==> config.mk <==
export PLATFORM = sky130hd
export DESIGN_NAME = vga_text_scan
export DESIGN_NICKNAME = d
export VERILOG_FILES = /design/src/rtl/vga_pkg.sv /design/src/rtl/vga_sync_counter.sv /design/src/rtl/vga_text_scan.sv
export SDC_FILE = /design/constraint.sdc
export NUM_CORES = 1
export LEC_CHECK = 0
export ABC_AREA = 0
export CAP_MARGIN = 10
export CORE_ASPECT_RATIO = 0.9
export CORE_UTILIZATION = 60
export CTS_CLUSTER_SIZE = 16
export DETAILED_ROUTE_END_ITERATION = 7
export PLACE_DENSITY = 0.83
export SLEW_MARGIN = 15
export SYNTH_ARGS = -nofsm -noshare
export SYNTH_HDL_FRONTEND = slang
export SYNTH_HIERARCHICAL = 1
export SYNTH_SLANG_ARGS = --single-unit
==> constraint.sdc <==
create_clock -name clk -period 3.2 [get_ports clk]
set_input_delay 0.48 -clock clk [delete_from_list [all_inputs] [get_ports clk]]
set_output_delay 0.48 -clock clk [all_outputs]
set_load 0.05 [all_outputs]
==> src/rtl/vga_pkg.sv <==
// vga_pkg: 640x480@60 timing constants, text grid size and the scan pipeline stage type.
package vga_pkg;
  localparam int H_VISIBLE = 640;
  localparam int H_FRONT   = 16;
  localparam int H_SYNC    = 96;
  localparam int H_BACK    = 48;
  localparam int V_VISIBLE = 480;
  localparam int V_FRONT   = 10;
  localparam int V_SYNC    = 2;
  localparam int V_BACK    = 33;
  localparam int H_TOTAL   = H_VISIBLE + H_FRONT + H_SYNC + H_BACK;
  localparam int V_TOTAL   = V_VISIBLE + V_FRONT + V_SYNC + V_BACK;
  localparam int TXT_COLS  = 80;
  localparam int TXT_ROWS  = 30;
  localparam int CNT_W     = 10;
  localparam int ADDR_W    = 12;

  typedef struct packed {
    logic       hs;
    logic       vs;
    logic       vis;
    logic [2:0] col;
    logic [3:0] row;
    logic       first;
  } pix_t;

  localparam pix_t PIX_IDLE = '{hs: 1'b1, vs: 1'b1, vis: 1'b0, col: 3'd0, row: 4'd0, first: 1'b0};
endpackage

==> src/rtl/vga_sync_counter.sv <==
// vga_sync_counter: horizontal/vertical raster counters advancing one pixel per pix_ce.
module vga_sync_counter
  import vga_pkg::*;
#(
  parameter int H_TOTAL_P = H_TOTAL,
  parameter int V_TOTAL_P = V_TOTAL
) (
  input  logic             clk,
  input  logic             rst_n,
  input  logic             pix_ce_i,
  output logic [CNT_W-1:0] h_cnt_o,
  output logic [CNT_W-1:0] v_cnt_o
);
  logic [CNT_W-1:0] h_q, h_d, v_q, v_d;
  logic             h_wrap, v_wrap;

  assign h_wrap = h_q == CNT_W'(H_TOTAL_P - 1);
  assign v_wrap = v_q == CNT_W'(V_TOTAL_P - 1);

  always_comb begin
    h_d = h_q;
    v_d = v_q;
    if (pix_ce_i) begin
      h_d = h_wrap ? '0 : h_q + 1'b1;
      if (h_wrap) v_d = v_wrap ? '0 : v_q + 1'b1;
    end
  end

  always_ff @(posedge clk or negedge rst_n) begin
    if (!rst_n) begin
      h_q <= '0;
      v_q <= '0;
    end else begin
      h_q <= h_d;
      v_q <= v_d;
    end
  end

  assign h_cnt_o = h_q;
  assign v_cnt_o = v_q;
endmodule

==> src/rtl/vga_text_scan.sv <==
// vga_text_scan: raster scan for an 80x30 text screen of 8x16 cells; sync/von/col/row are
// delayed two pixels so they line up with the character read back from the synchronous text RAM.
module vga_text_scan #(
  parameter int H_VISIBLE = vga_pkg::H_VISIBLE,
  parameter int H_FRONT   = vga_pkg::H_FRONT,
  parameter int H_SYNC    = vga_pkg::H_SYNC,
  parameter int H_BACK    = vga_pkg::H_BACK,
  parameter int V_VISIBLE = vga_pkg::V_VISIBLE,
  parameter int V_FRONT   = vga_pkg::V_FRONT,
  parameter int V_SYNC    = vga_pkg::V_SYNC,
  parameter int V_BACK    = vga_pkg::V_BACK
) (
  input  logic                       clk,
  input  logic                       rst_n,
  input  logic                       pix_ce,
  output logic [vga_pkg::ADDR_W-1:0] txt_addr,
  output logic                       hsync,
  output logic                       vsync,
  output logic                       von,
  output logic [2:0]                 col,
  output logic [3:0]                 row,
  output logic                       frame_start
);
  import vga_pkg::pix_t, vga_pkg::PIX_IDLE, vga_pkg::CNT_W, vga_pkg::ADDR_W;

  localparam int HT     = H_VISIBLE + H_FRONT + H_SYNC + H_BACK;
  localparam int VT     = V_VISIBLE + V_FRONT + V_SYNC + V_BACK;
  localparam int HS_BEG = H_VISIBLE + H_FRONT;
  localparam int VS_BEG = V_VISIBLE + V_FRONT;

  logic [CNT_W-1:0]  h_cnt, v_cnt;
  logic [ADDR_W-1:0] addr_d, addr_q;
  pix_t              s0, s1_q, s2_q;
  logic              fs_q;

  vga_sync_counter #(.H_TOTAL_P(HT), .V_TOTAL_P(VT)) u_cnt (
    .clk      (clk),
    .rst_n    (rst_n),
    .pix_ce_i (pix_ce),
    .h_cnt_o  (h_cnt),
    .v_cnt_o  (v_cnt)
  );

  always_comb begin
    s0.vis   = (h_cnt < CNT_W'(H_VISIBLE)) && (v_cnt < CNT_W'(V_VISIBLE));
    s0.hs    = !(h_cnt >= CNT_W'(HS_BEG) && h_cnt <= CNT_W'(HS_BEG + H_SYNC - 1));
    s0.vs    = !(v_cnt >= CNT_W'(VS_BEG) && v_cnt <= CNT_W'(VS_BEG + V_SYNC - 1));
    s0.col   = h_cnt[2:0];
    s0.row   = v_cnt[3:0];
    s0.first = (h_cnt == '0) && (v_cnt == '0);
    // char_row*80 as *64 + *16
    addr_d   = s0.vis ? (ADDR_W'(v_cnt[8:4]) << 6) + (ADDR_W'(v_cnt[8:4]) << 4) + ADDR_W'(h_cnt[9:3]) : '0;
  end

  always_ff @(posedge clk or negedge rst_n) begin
    if (!rst_n) begin
      s1_q   <= PIX_IDLE;
      s2_q   <= PIX_IDLE;
      addr_q <= '0;
      fs_q   <= 1'b0;
    end else begin
      fs_q <= pix_ce && s1_q.first;
      if (pix_ce) begin
        s1_q   <= s0;
        s2_q   <= s1_q;
        addr_q <= addr_d;
      end
    end
  end

  assign txt_addr    = addr_q;
  assign hsync       = s2_q.hs;
  assign vsync       = s2_q.vs;
  assign von         = s2_q.vis;
  assign col         = s2_q.col;
  assign row         = s2_q.row;
  assign frame_start = fs_q;
endmodule

[Word-level counts from Yosys, hierarchy flattened]
Index checks and enable logic that the tools add are counted.
Cells by class
  add/subtract/negate cells: 4
  order comparisons: 6
  equal/unequal tests: 2
  muxes and demuxes: 3
  reductions and logical operators: 10
Operators by type and width (count)
  $add 10x1->10 const B: 2
  $eq 10x10->1 const B: 2
  $logic_not 10->1: 2
  $mux 10: 2
  $add 11x9->12: 1
  $add 12x7->12: 1
  $mux 12: 1
  $ge 10x10->1 const B: 1
  $ge 10x9->1 const B: 1
  $le 10x10->1 const B: 1
  $le 10x9->1 const B: 1
  $lt 10x10->1 const B: 1
  $lt 10x9->1 const B: 1
  $logic_and 1x1->1: 5
  $logic_not 1->1: 2
  $reduce_and 2->1: 1
Word-level totals
  flip-flop bits (word level): 54
  bits of input ports: 3
  output and inout bits: 23

[Depth between registers and ports, before layout]
  depth after elaboration: 3
  gate-level depth with buffers: 9
  gate-level depth less buffers: 9

[Modules after synthesis]
The synthesis kept the hierarchy.
By module, submodules not included
  vga_text_scan: instances 1, cells each 142, area an instance 1655.3 µm², sequential area each 855.8 µm²
  vga_sync_counter: instances 1, cells each 109, area an instance 1084.8 µm², sequential area each 500.5 µm²

[Least setup slack after synthesis]
Ideal clock, no wire load.
  path type: register to register
  from: reg u_cnt.v_q[4], in the netlist u_cnt/v_cnt_o[4]
  to: reg addr_q[10], in the netlist txt_addr[10]
  library setup time: 135 ps
  arrival time: 2069 ps
  required time: 3065 ps
  setup slack: 996 ps
  stages on the path, launching flop included: 10
  path buffers: 0
  period minus slack after synthesis: 2204 ps
  cells stage by stage: dfrtp_1 > inv_1 > fa_1 > inv_1 > ha_1 > a211oi_2 > o21bai_1 > a21oi_1 > xor2_1 > o22ai_1
On the way
  cells in the longest elaborated chain, start to end: 3
RTL lines
  start, declared: RTL line vga_sync_counter.sv:14  | logic [CNT_W-1:0] h_q, h_d, v_q, v_d;
  start signal, assigned: RTL line vga_sync_counter.sv:35  | v_q <= v_d;
  $add 11x9->12 / $lt 10x9->1 (equally long branches): RTL line vga_text_scan.sv:52, vga_text_scan.sv:45
  $add 12x7->12 / $logic_and 1x1->1 (equally long branches): RTL line vga_text_scan.sv:52, vga_text_scan.sv:45
  $mux 12 (*): RTL line vga_text_scan.sv:52  | addr_d = s0.vis ? (ADDR_W'(v_cnt[8:4]) << 6) + (ADDR_W'(v_cnt[8:4]) << 4) + ADDR_W'(h_cnt[9:3]) : '0;
  end signal, assigned: RTL line vga_text_scan.sv:66  | addr_q <= addr_d;
  end, declared: RTL line vga_text_scan.sv:32  | logic [ADDR_W-1:0] addr_d, addr_q;
Mark *: on every way between the ends. The rest lies on a longest branch, timed or not.
A chain may end at the register's enable or synchronous reset.

[Final worst setup path]
Same ends and word-level chain as after synthesis.

==> impl_metrics.ini <==
[power_and_ir_drop]
total_power_mw = 1.53
ir_worst_vdd_mv = 0.460
leakagePower_nw = 1.41
power.density_nw_per_um2 = 489

[floorplan]
start_util_pct = 64.6
rows = 22
fp.dieW_um = 73.2
die_h_um = 66.1
core_um2 = 4240
num_io_pins = 26
die-area_um2 = 4840

[clock_network]
post_cts_buffers = 0
clk_latency_ps = 320
ctsResizeCount = 0
cts-buffers-inserted = 5
clock_tree.root_cell = clkbuf_8
cts_sinks = 54
clkTransAtPathRegs_ps = 100
cts_hold_buf = 0
clock_path_buffers = 2
tritoncts = yes
htreeDepth = 2

[detailed_routing]
routed_via_density = 5.80
wirelength_mm = 5.14
drcViolationCount = 0
final_antenna_net_count = 0
firstDrtPassIters = 4
drt-wirelength-per-cell_um = 15.2
vias = 1959
dr.first_iter.drc_count = 124

[sta]
min_period_ps = 2430
setup_tns_ps = 0
post-route-period-util_pct = 75.9
final_hold_viol_count = 0
worst_slew_pin_slew_ps = 724
maxSlewViolCount = 0
rsz0062_at_grt = no
fin_skew_ps = 7.98
slew_headroom_pct = 51.7
report.final.setup_viol = 0
fmax_mhz = 412
hold_ws_ps = 202

[placement]
place_hpwl_mm = 3.62
portBuffers = 25
placed_area_um2 = 3020
globalplace.congestion = 0.852

[run_status]
status = finished clean

[worst_setup_path]
endpoint_kind = flip-flop
r2r_cells = 9
worstPathArrival_ps = 2630
setup.worst_path.class = flip-flop to flip-flop
cp_common_cell = inv_1
critPathMaxFanout = 8
crit_path_start_kind = flip-flop
critical_path_buf_inv_count = 2
critical-path-top-delay-family = adder cells
r2r_end = txt_addr[10]
cpPeakStageDelay_ps = 570
critPathSlowestCell = fa_1
ff2ff_setup_slack_ps = 770
required_ps = 3400
path_cells = inv_1 > fa_1 > inv_1 > ha_1 > a211oi_2 > o21bai_1 > a21oi_1 > xor2_1 > o22ai_1
r2r_start = u_cnt/v_cnt_o[4]

[synthesis]
postSynthCellCount = 251
synth_top_area_cell = dfrtp_1
yosys-top-cells-area = dfrtp_1 46%, mux2_2 7.4%, ha_1 5.5%, dfstp_2 3.8%, inv_1 3.7%
synth.distinct_cells = 52
synth_top_flop_cell = dfrtp_1
async_flop_share_pct = 100
synth_top_area_share_pct = 45.7
ys_top_cells_by_count = 50 x dfrtp_1, 27 x inv_1, 18 x mux2_2
avgSynthCellArea_um2 = 10.9
yosysWarningCount = 6
synthesis.area_um2 = 2740
ys_seq_area_share_pct = 49.5
synth_seq_cells = 54
synth_enable_flop_cells = 0
syn_nets = 268
synth.most_common_cell = dfrtp_1

[job]
max_cap_violations = 0

[layout]
n_fill_cell = 303
drive_gt1_share_pct = 15.8
diodes = 0
nets = 294
postLayoutCoreUtil_pct = 74.1
design_area_um2 = 3140
area_delta_synth_final_pct = 14.6

[grt]
grt-ovfl-total = 0
grt_pass1_vias = 1998
grt_use_total_pct = 24.6
antenna_found_initial = 0
grt_pass1_wl_mm = 8.89
grt_max_degree = 35

[worst_hold_path]
min_path_type = input port to async pin
==> cells by family after synthesis <==
| family | count (synthesis) | synth area share, % |
|---|---|---|
| buf+inv | 35 | 5.48 |
| fa+ha+maj | 14 | 6.94 |
| compound gates | 43 | 10.0 |
| mux | 20 | 8.31 |
| xor+xnor | 10 | 3.20 |
| simple gates | 75 | 16.6 |
| flops | 54 | 49.5 |
==> worst max-delay path by stage <==
stage / start / end / slack, ps / depth (start not counted)
global route: u_cnt/v_cnt_o[4] / txt_addr[10] / 600 / 9
CTS: u_cnt/v_cnt_o[4] / txt_addr[10] / 780 / 9
floorplan: u_cnt/v_cnt_o[4] / txt_addr[10] / 1000 / 9
detailed placement: u_cnt/v_cnt_o[4] / txt_addr[10] / 810 / 9
finish: u_cnt/v_cnt_o[4] / txt_addr[10] / 770 / 9
global placement: u_cnt/v_cnt_o[4] / txt_addr[10] / 890 / 9
==> where the power goes <==
group | leakage (nW) | internal, mW | switching (mW)
combinational | 0.667 | 0.0988 | 0.132
sequential | 0.690 | 0.745 | 0.0828
clock | 0.0563 | 0.238 | 0.238
==> routing by layer <==
metal  routed length [um]  track usage (%)
met2                 2520             41.1
met4                   90             10.5
met3                  248             6.25
met1                 2280             30.2
met5                    0                0
==> layout by cell type (no fill, tap or decap), types with 2 or more instances in the layout <==
master | synthesis | routed
a21oi_1 | 7 | 7
a31oi_1 | 3 | 3
and2_1 | 3 | 3
and3_1 | 4 | 4
and4_1 | 2 | 2
buf_2 | 3 | 2
buf_4 | 0 | 2
clkbuf_8 | 0 | 5
clkdlybuf4s50_1 | 0 | 23
dfrtp_1 | 50 | 50
dfstp_2 | 4 | 4
fa_1 | 2 | 2
ha_1 | 12 | 12
inv_1 | 27 | 27
mux2_2 | 18 | 18
nand2_1 | 17 | 17
nand2b_1 | 3 | 3
nand3_1 | 9 | 9
nand4_1 | 7 | 7
nand4_2 | 2 | 2
nand4b_1 | 2 | 2
nor2_1 | 7 | 7
nor2b_1 | 2 | 2
nor3_1 | 2 | 2
nor4_1 | 4 | 4
o21ai_0 | 5 | 5
o21ai_1 | 9 | 9
o22ai_1 | 9 | 9
or2b_1 | 2 | 2
xnor2_1 | 4 | 4
xor2_1 | 6 | 6
==> flip-flops by register name, indices dropped and copies added (netlist names) <==
register,flops
frame_start,1
von,1
vsync,1
s1_q,11
row,4
col,3
u_cnt/h_cnt_o,10
u_cnt/v_cnt_o,10
hsync,1
txt_addr,12
==> stage by stage <==
step,instances,setup slack (ps)
finish,338,772
floorplan,251,996
global route,338,598
global placement,330,887
CTS,338,783
detailed placement,330,815
==> cell type report <==
cell class / count / area (um2) / area share, %
Multi-Input combinational cell: 162 / 1230 / 39.3
Sequential cell: 54 / 1360 / 43.2
Tap cell: 60 / 75.1 / 2.39
Clock buffer: 5 / 68.8 / 2.19
Clock inverter: 3 / 48.8 / 1.55
Timing Repair Buffer: 27 / 255 / 8.13
Inverter: 27 / 101 / 3.23
(Power assumes the default switching activity.)
